--- src/rtl/fetch_defs_pkg.sv ---
// Shared definitions for the instruction-fetch stage: widths, reset PC,
// NOP encoding, FSM state encoding and the IF/ID register layout.
package fetch_defs;

    localparam int XLEN = 32;
    localparam int ILEN = 32;

    localparam logic [XLEN-1:0] RESET_PC_DEFAULT = 32'h0000_0000;
    localparam logic [ILEN-1:0] NOP              = 32'h0000_0000;
    localparam logic [XLEN-1:0] PC_STEP          = 32'd4;

    typedef enum logic {
        FETCH  = 1'b0,
        SQUASH = 1'b1
    } fetch_state_t;

    typedef struct packed {
        logic [ILEN-1:0] instruction;
        logic [XLEN-1:0] pc_plus4;
        logic            valid;
    } ifid_t;

endpackage

--- src/rtl/branch_fetch_stage_next_pc_select.sv ---
// Next-PC priority mux with the branch, jump and register target generators.
// Priority: JumpReg > Jump > BranchTaken > sequential; stall is handled by the caller.
module next_pc_select
    import fetch_defs::*;
(
    input  logic [XLEN-1:0] pc_plus4,
    input  logic [XLEN-1:0] ifid_pc_plus4,
    input  logic [XLEN-1:0] shifted_offset,
    input  logic [25:0]     jump_index,
    input  logic [XLEN-1:0] reg_target,
    input  logic            redirect_en,
    input  logic            jump_reg,
    input  logic            jump,
    input  logic            branch_taken,
    output logic [XLEN-1:0] next_pc,
    output logic            redirect
);

    logic [XLEN-1:0] branch_target;
    logic [XLEN-1:0] jump_target;
    logic [XLEN-1:0] reg_jump_target;

    assign branch_target   = ifid_pc_plus4 + shifted_offset;
    assign jump_target     = {ifid_pc_plus4[31:28], jump_index, 2'b00};
    assign reg_jump_target = reg_target & ~32'd3;

    // NOTE: every output gets a default first so no path through the mux infers a latch.
    always_comb begin
        next_pc  = pc_plus4;
        redirect = 1'b0;
        if (redirect_en) begin
            if (jump_reg) begin
                next_pc  = reg_jump_target;
                redirect = 1'b1;
            end else if (jump) begin
                next_pc  = jump_target;
                redirect = 1'b1;
            end else if (branch_taken) begin
                next_pc  = branch_target;
                redirect = 1'b1;
            end
        end
    end

endmodule

--- src/rtl/branch_fetch_stage.sv ---
// Fetch stage: PC register, IF/ID pipeline register and FETCH/SQUASH tracker.
// Define BRANCH_DELAY_SLOT_EN to keep the delay-slot instruction instead of inserting a bubble.
module branch_fetch_stage
    import fetch_defs::*;
#(
    parameter logic [XLEN-1:0] RESET_PC = RESET_PC_DEFAULT
) (
    input  logic            clk,
    input  logic            rst_n,
    input  logic            stall,
    input  logic            branch_taken,
    input  logic [XLEN-1:0] shifted_offset,
    input  logic            jump,
    input  logic [25:0]     jump_index,
    input  logic            jump_reg,
    input  logic [XLEN-1:0] reg_target,
    output logic [XLEN-1:0] imem_addr,
    input  logic [ILEN-1:0] imem_data,
    output logic [ILEN-1:0] ifid_instruction,
    output logic [XLEN-1:0] ifid_pc_plus4,
    output logic            ifid_valid
);

`ifdef BRANCH_DELAY_SLOT_EN
    localparam bit DELAY_SLOT = 1'b1;
`else
    localparam bit DELAY_SLOT = 1'b0;
`endif

    logic [XLEN-1:0] pc;
    logic [XLEN-1:0] pc_plus4;
    logic [XLEN-1:0] next_pc;
    logic            redirect;
    ifid_t           ifid;
    fetch_state_t    state;

    assign pc_plus4  = pc + PC_STEP;
    assign imem_addr = pc;

    assign ifid_instruction = ifid.instruction;
    assign ifid_pc_plus4    = ifid.pc_plus4;
    assign ifid_valid       = ifid.valid;

    next_pc_select u_next_pc_select (
        .pc_plus4       (pc_plus4),
        .ifid_pc_plus4  (ifid.pc_plus4),
        .shifted_offset (shifted_offset),
        .jump_index     (jump_index),
        .reg_target     (reg_target),
        .redirect_en    (ifid.valid & ~stall),
        .jump_reg       (jump_reg),
        .jump           (jump),
        .branch_taken   (branch_taken),
        .next_pc        (next_pc),
        .redirect       (redirect)
    );

    // NOTE: state registers use non-blocking assignments so every flop samples pre-edge values.
    always_ff @(posedge clk or negedge rst_n) begin
        if (!rst_n) begin
            pc    <= RESET_PC;
            ifid  <= '{instruction: NOP, pc_plus4: '0, valid: 1'b0};
            state <= FETCH;
        end else if (!stall) begin
            pc            <= next_pc;
            ifid.pc_plus4 <= pc_plus4;
            // Wrong-path word becomes a bubble unless it is an architectural delay slot.
            if (redirect && !DELAY_SLOT) begin
                ifid.instruction <= NOP;
                ifid.valid       <= 1'b0;
            end else begin
                ifid.instruction <= imem_data;
                ifid.valid       <= 1'b1;
            end
            // SQUASH only marks that the delay slot was captured; it lasts one advancing edge.
            case (state)
                FETCH:   state <= (redirect && DELAY_SLOT) ? SQUASH : FETCH;
                SQUASH:  state <= FETCH;
                default: state <= FETCH;
            endcase
        end
    end

endmodule

--- config.mk ---
export PLATFORM = sky130hd
export DESIGN_NAME = branch_fetch_stage
export DESIGN_NICKNAME = d
export VERILOG_FILES = /design/src/rtl/fetch_defs_pkg.sv /design/src/rtl/branch_fetch_stage_next_pc_select.sv /design/src/rtl/branch_fetch_stage.sv
export SDC_FILE = /design/constraint.sdc
export NUM_CORES = 1
export LEC_CHECK = 0
export ABC_AREA = 1
export CELL_PAD_IN_SITES_DETAIL_PLACEMENT = 1
export CELL_PAD_IN_SITES_GLOBAL_PLACEMENT = 2
export CORE_UTILIZATION = 27
export CTS_CLUSTER_SIZE = 14
export DETAILED_ROUTE_END_ITERATION = 10
export PLACE_DENSITY_LB_ADDON = 0.08
export REMOVE_ABC_BUFFERS = 1
export SLEW_MARGIN = 20
export SYNTH_ARGS = -nofsm -noshare
export SYNTH_HDL_FRONTEND = slang
export SYNTH_SLANG_ARGS = --single-unit
--- constraint.sdc ---
create_clock -name clk -period 4.7 [get_ports clk]
set_input_delay 0.94 -clock clk [delete_from_list [all_inputs] [get_ports clk]]
set_output_delay 0.94 -clock clk [all_outputs]
set_load 0.03 [all_outputs]
==> qor.csv <==
metric,value,unit
synth.lib_cells_used.distinct,52,
max-cap-violations,0,
wl,32100,um
area_growth,39.1,%
overall_routing_resource_usage,23.3,%
tritoncts,built,
worst_hold_path.num_cells,1,
synthCells,1096,
worst_hold_startpoint,ifid_instruction[14],
worst-endpoint-required,4.94,ns
power.leakage,0.00494,uW
global_route_wire_length_before_repair,49500,um
critPathArrivalTime,3.25,ns
max_freq,333,MHz
seq_area,0.00243,mm2
hpwl,26100,um
drv_slew,0,
post_synth_xor_area_fraction,3.05,%
synth-main-ff-cell,dfrtp_1,
io_buffers,222,
post-route-period-util,63.9,%
clock_input_transition_at_the_sequential_cells_of_the_worst_setup_and_hold_paths,0.07,ns
run_status,completed,
die_y,168,um
synthMuxAreaShare,0,%
worstReg2RegEnd,imem_addr[8],
synth_enable_flop_cells,0,
ff2ff_path_depth,8,
drive_gt1_share,5.35,%
final.fill_count,3341,
vias,8002,
maximum_number_of_pins_on_one_net_before_global_route_repair,72,
worstMarginPinSlew,0.990,ns
clock-sinks,97,
stdcell_area,0.0103,mm2
finalNonFillerCells,1650,
antenna_violating_nets_post_route,0,
antenna_cells_inserted,0,
placed_inst_area,0.00997,mm2
post_cts_buffers,0,
grt_setup_unrepaired,no,
cts_made_buffers,9,
core,0.0270,mm2
hold-path-endpoint,ifid_instruction[14],
pwr_density_cell,403,mW/mm2
synth_top_family_by_area,simple AND/OR/NAND/NOR gates,
final.setup.tns,0,ns
holdBufCountCts,0,
timing.hold.worst.class,reg -> reg,
post_synth_instance_area,0.00742,mm2
period_needed,3.00,ns
route.detailed.vias_per_inst,4.85,
dpl.cell_count,1634,
average_footprint_of_a_synthesized_cell,6.77,um2
ys_async_sr_fraction,100,%
hold_violations,0,
setup-violations-final,0,
synth-warning-count,0,
seq_area_frac_synth,32.7,%
relSlewSlack,34.0,%
initial_antenna_violation_count,0,
synthesized_flop_and_latch_total,97,
drtIter0Drc,285,
floorplan.initialDensity,27.5,%
design.portCount,225,
synthSimpleGateAreaFrac,34.2,%
worst_ir_drop_vdd,0.238,mV
grt-ovfl-total,0,
critPathKind,in -> reg,
clk_latency_worst_skew_pair,0.36,ns
wl_per_cell,19.5,um
final_net_count,1465,
clock_tree.buffer_depth,2,
synth_compound_area_share,15.3,%
startpoint,shifted_offset[12],
remaining_drc_errors,0,
startpoint_type_of_the_worst_setup_path,input port,
cts-root-buf,clkbuf_16,
drt_pass1_iterations,5,
post_cts_resized,0,
layout.cells.most_common,nand2_1,
multi_input_area,0.00432,mm2
floorplan.rows,60,
routabilityCongestion,0.828,
worstSetupEndpointType,flip-flop,
r2r-start,ifid_valid,
synthAdderAreaFrac,5.67,%
ctsHtreeMaxLevel,3,
vias_in_the_first_global_route,8462,
die-area,0.0281,mm2
setup.reg_to_reg.worst_slack,2.19,ns
critical_path_maximum_fanout,5,
finalClockSkew,0.00720,ns
commonest_cells_after_routing_fill_and_taps_aside,"388 x nand2_1, 220 x clkdlybuf4s50_1, 123 x inv_1",
dieWidth,168,um
==> sequential cells by signal, summed over array words and instances, names as in the netlist <==
| register | cells |
|---|---|
| imem_addr | 32 |
| ifid_instruction | 32 |
| ifid_pc_plus4 | 32 |
| ifid_valid | 1 |
==> synth_stat cells (4+ instances only) <==
master | count | area (um2)
o21ai_1 | 6 | 30.0
nand4_1 | 5 | 31.3
xor2_1 | 17 | 149
nor2_2 | 6 | 37.5
nand3b_1 | 7 | 52.6
o211ai_1 | 6 | 45.0
a22oi_1 | 17 | 128
xnor2_1 | 7 | 61.3
o21ai_0 | 28 | 140
o21bai_1 | 5 | 37.5
ha_1 | 32 | 400
nand3_1 | 59 | 295
buf_1 | 7 | 26.3
o21a_1 | 5 | 37.5
nor2_1 | 90 | 338
nor3_1 | 6 | 30.0
or2_2 | 5 | 31.3
clkbuf_1 | 13 | 48.8
nor3_2 | 7 | 70.1
dfrtp_1 | 97 | 2430
inv_1 | 123 | 462
buf_2 | 10 | 50.1
inv_2 | 14 | 52.6
nand2_1 | 388 | 1460
nor4_1 | 4 | 25.0
a22o_1 | 33 | 289
a21oi_1 | 54 | 270
==> worst max path at each step <==
stage                     to  slack (ns)  cells after the start
3_3_place_gp   imem_addr[29]        1.34                     14
5_1_grt        imem_addr[26]        1.51                     16
3_5_place_dp   imem_addr[29]        1.33                     14
2_1_floorplan  imem_addr[26]        2.29                      9
6_report       imem_addr[29]        1.70                     14
4_1_cts        imem_addr[29]        1.69                     14
==> metal layers <==
metal | track usage (%) | wire, um | vias up
met5 | 0 | 0 | -
met4 | 5.90 | 465 | 0
met3 | 3.45 | 1360 | 22
met2 | 38.9 | 15000 | 195
met1 | 31.4 | 15400 | 3833
li1 | - | - | 3952
==> where the power goes <==
group | switching, uW | leakage, uW | internal, uW
combinational | 1270 | 0.00359 | 777
clock | 341 | 0.000166 | 534
sequential | 243 | 0.00119 | 994
==> critical path: stages <==
cell and delay [ns]:
clkdlybuf4s50_1 0.42, ha_1 0.39, nand2_1 0.16, nor2_1 0.28, and3_1 0.20, nand2_1 0.05
nand2_1 0.18, nand2_1 0.14, nand2_1 0.09, nand2_1 0.05, nand3_1 0.12, nand2_1 0.08
nand2_1 0.08, nand2_1 0.06
==> per-stage QoR <==
| step | utilization (%) | hold WS, ns | power, uW | setup WS (ns) |
|---|---|---|---|---|
| after global routing | 38.3 | 0.524 | 4430 | 1.51 |
| after CTS | 38.3 | 0.520 | 4200 | 1.69 |
| after detailed placement | 37.0 | 0.497 | 3300 | 1.33 |
| after floorplan | - | 0.644 | 2390 | 2.29 |
| after global placement | 37.0 | 0.491 | 3290 | 1.34 |
| final | 38.3 | 0.511 | 4160 | 1.70 |
==> cells by family (layout without fill, tap and decap cells) <==
kind of cell | Yosys count | count (layout)
buf+inv | 170 | 383
fa+ha+maj | 33 | 33
simple gates | 596 | 596
compound gates | 175 | 175
xor+xnor | 25 | 25
flops | 97 | 97
==> cell type report <==
| cell class | instances | area share (%) |
|---|---|---|
| clock buffers | 11 | 2.35 |
| clock inverters | 5 | 0.995 |
| multi-input cells | 829 | 41.9 |
| inverters | 137 | 4.99 |
| repair buffers | 230 | 22.1 |
| flip-flops and latches | 97 | 23.5 |
| well taps | 341 | 4.14 |
No activity file was read; power rests on OpenSTA's default activity.
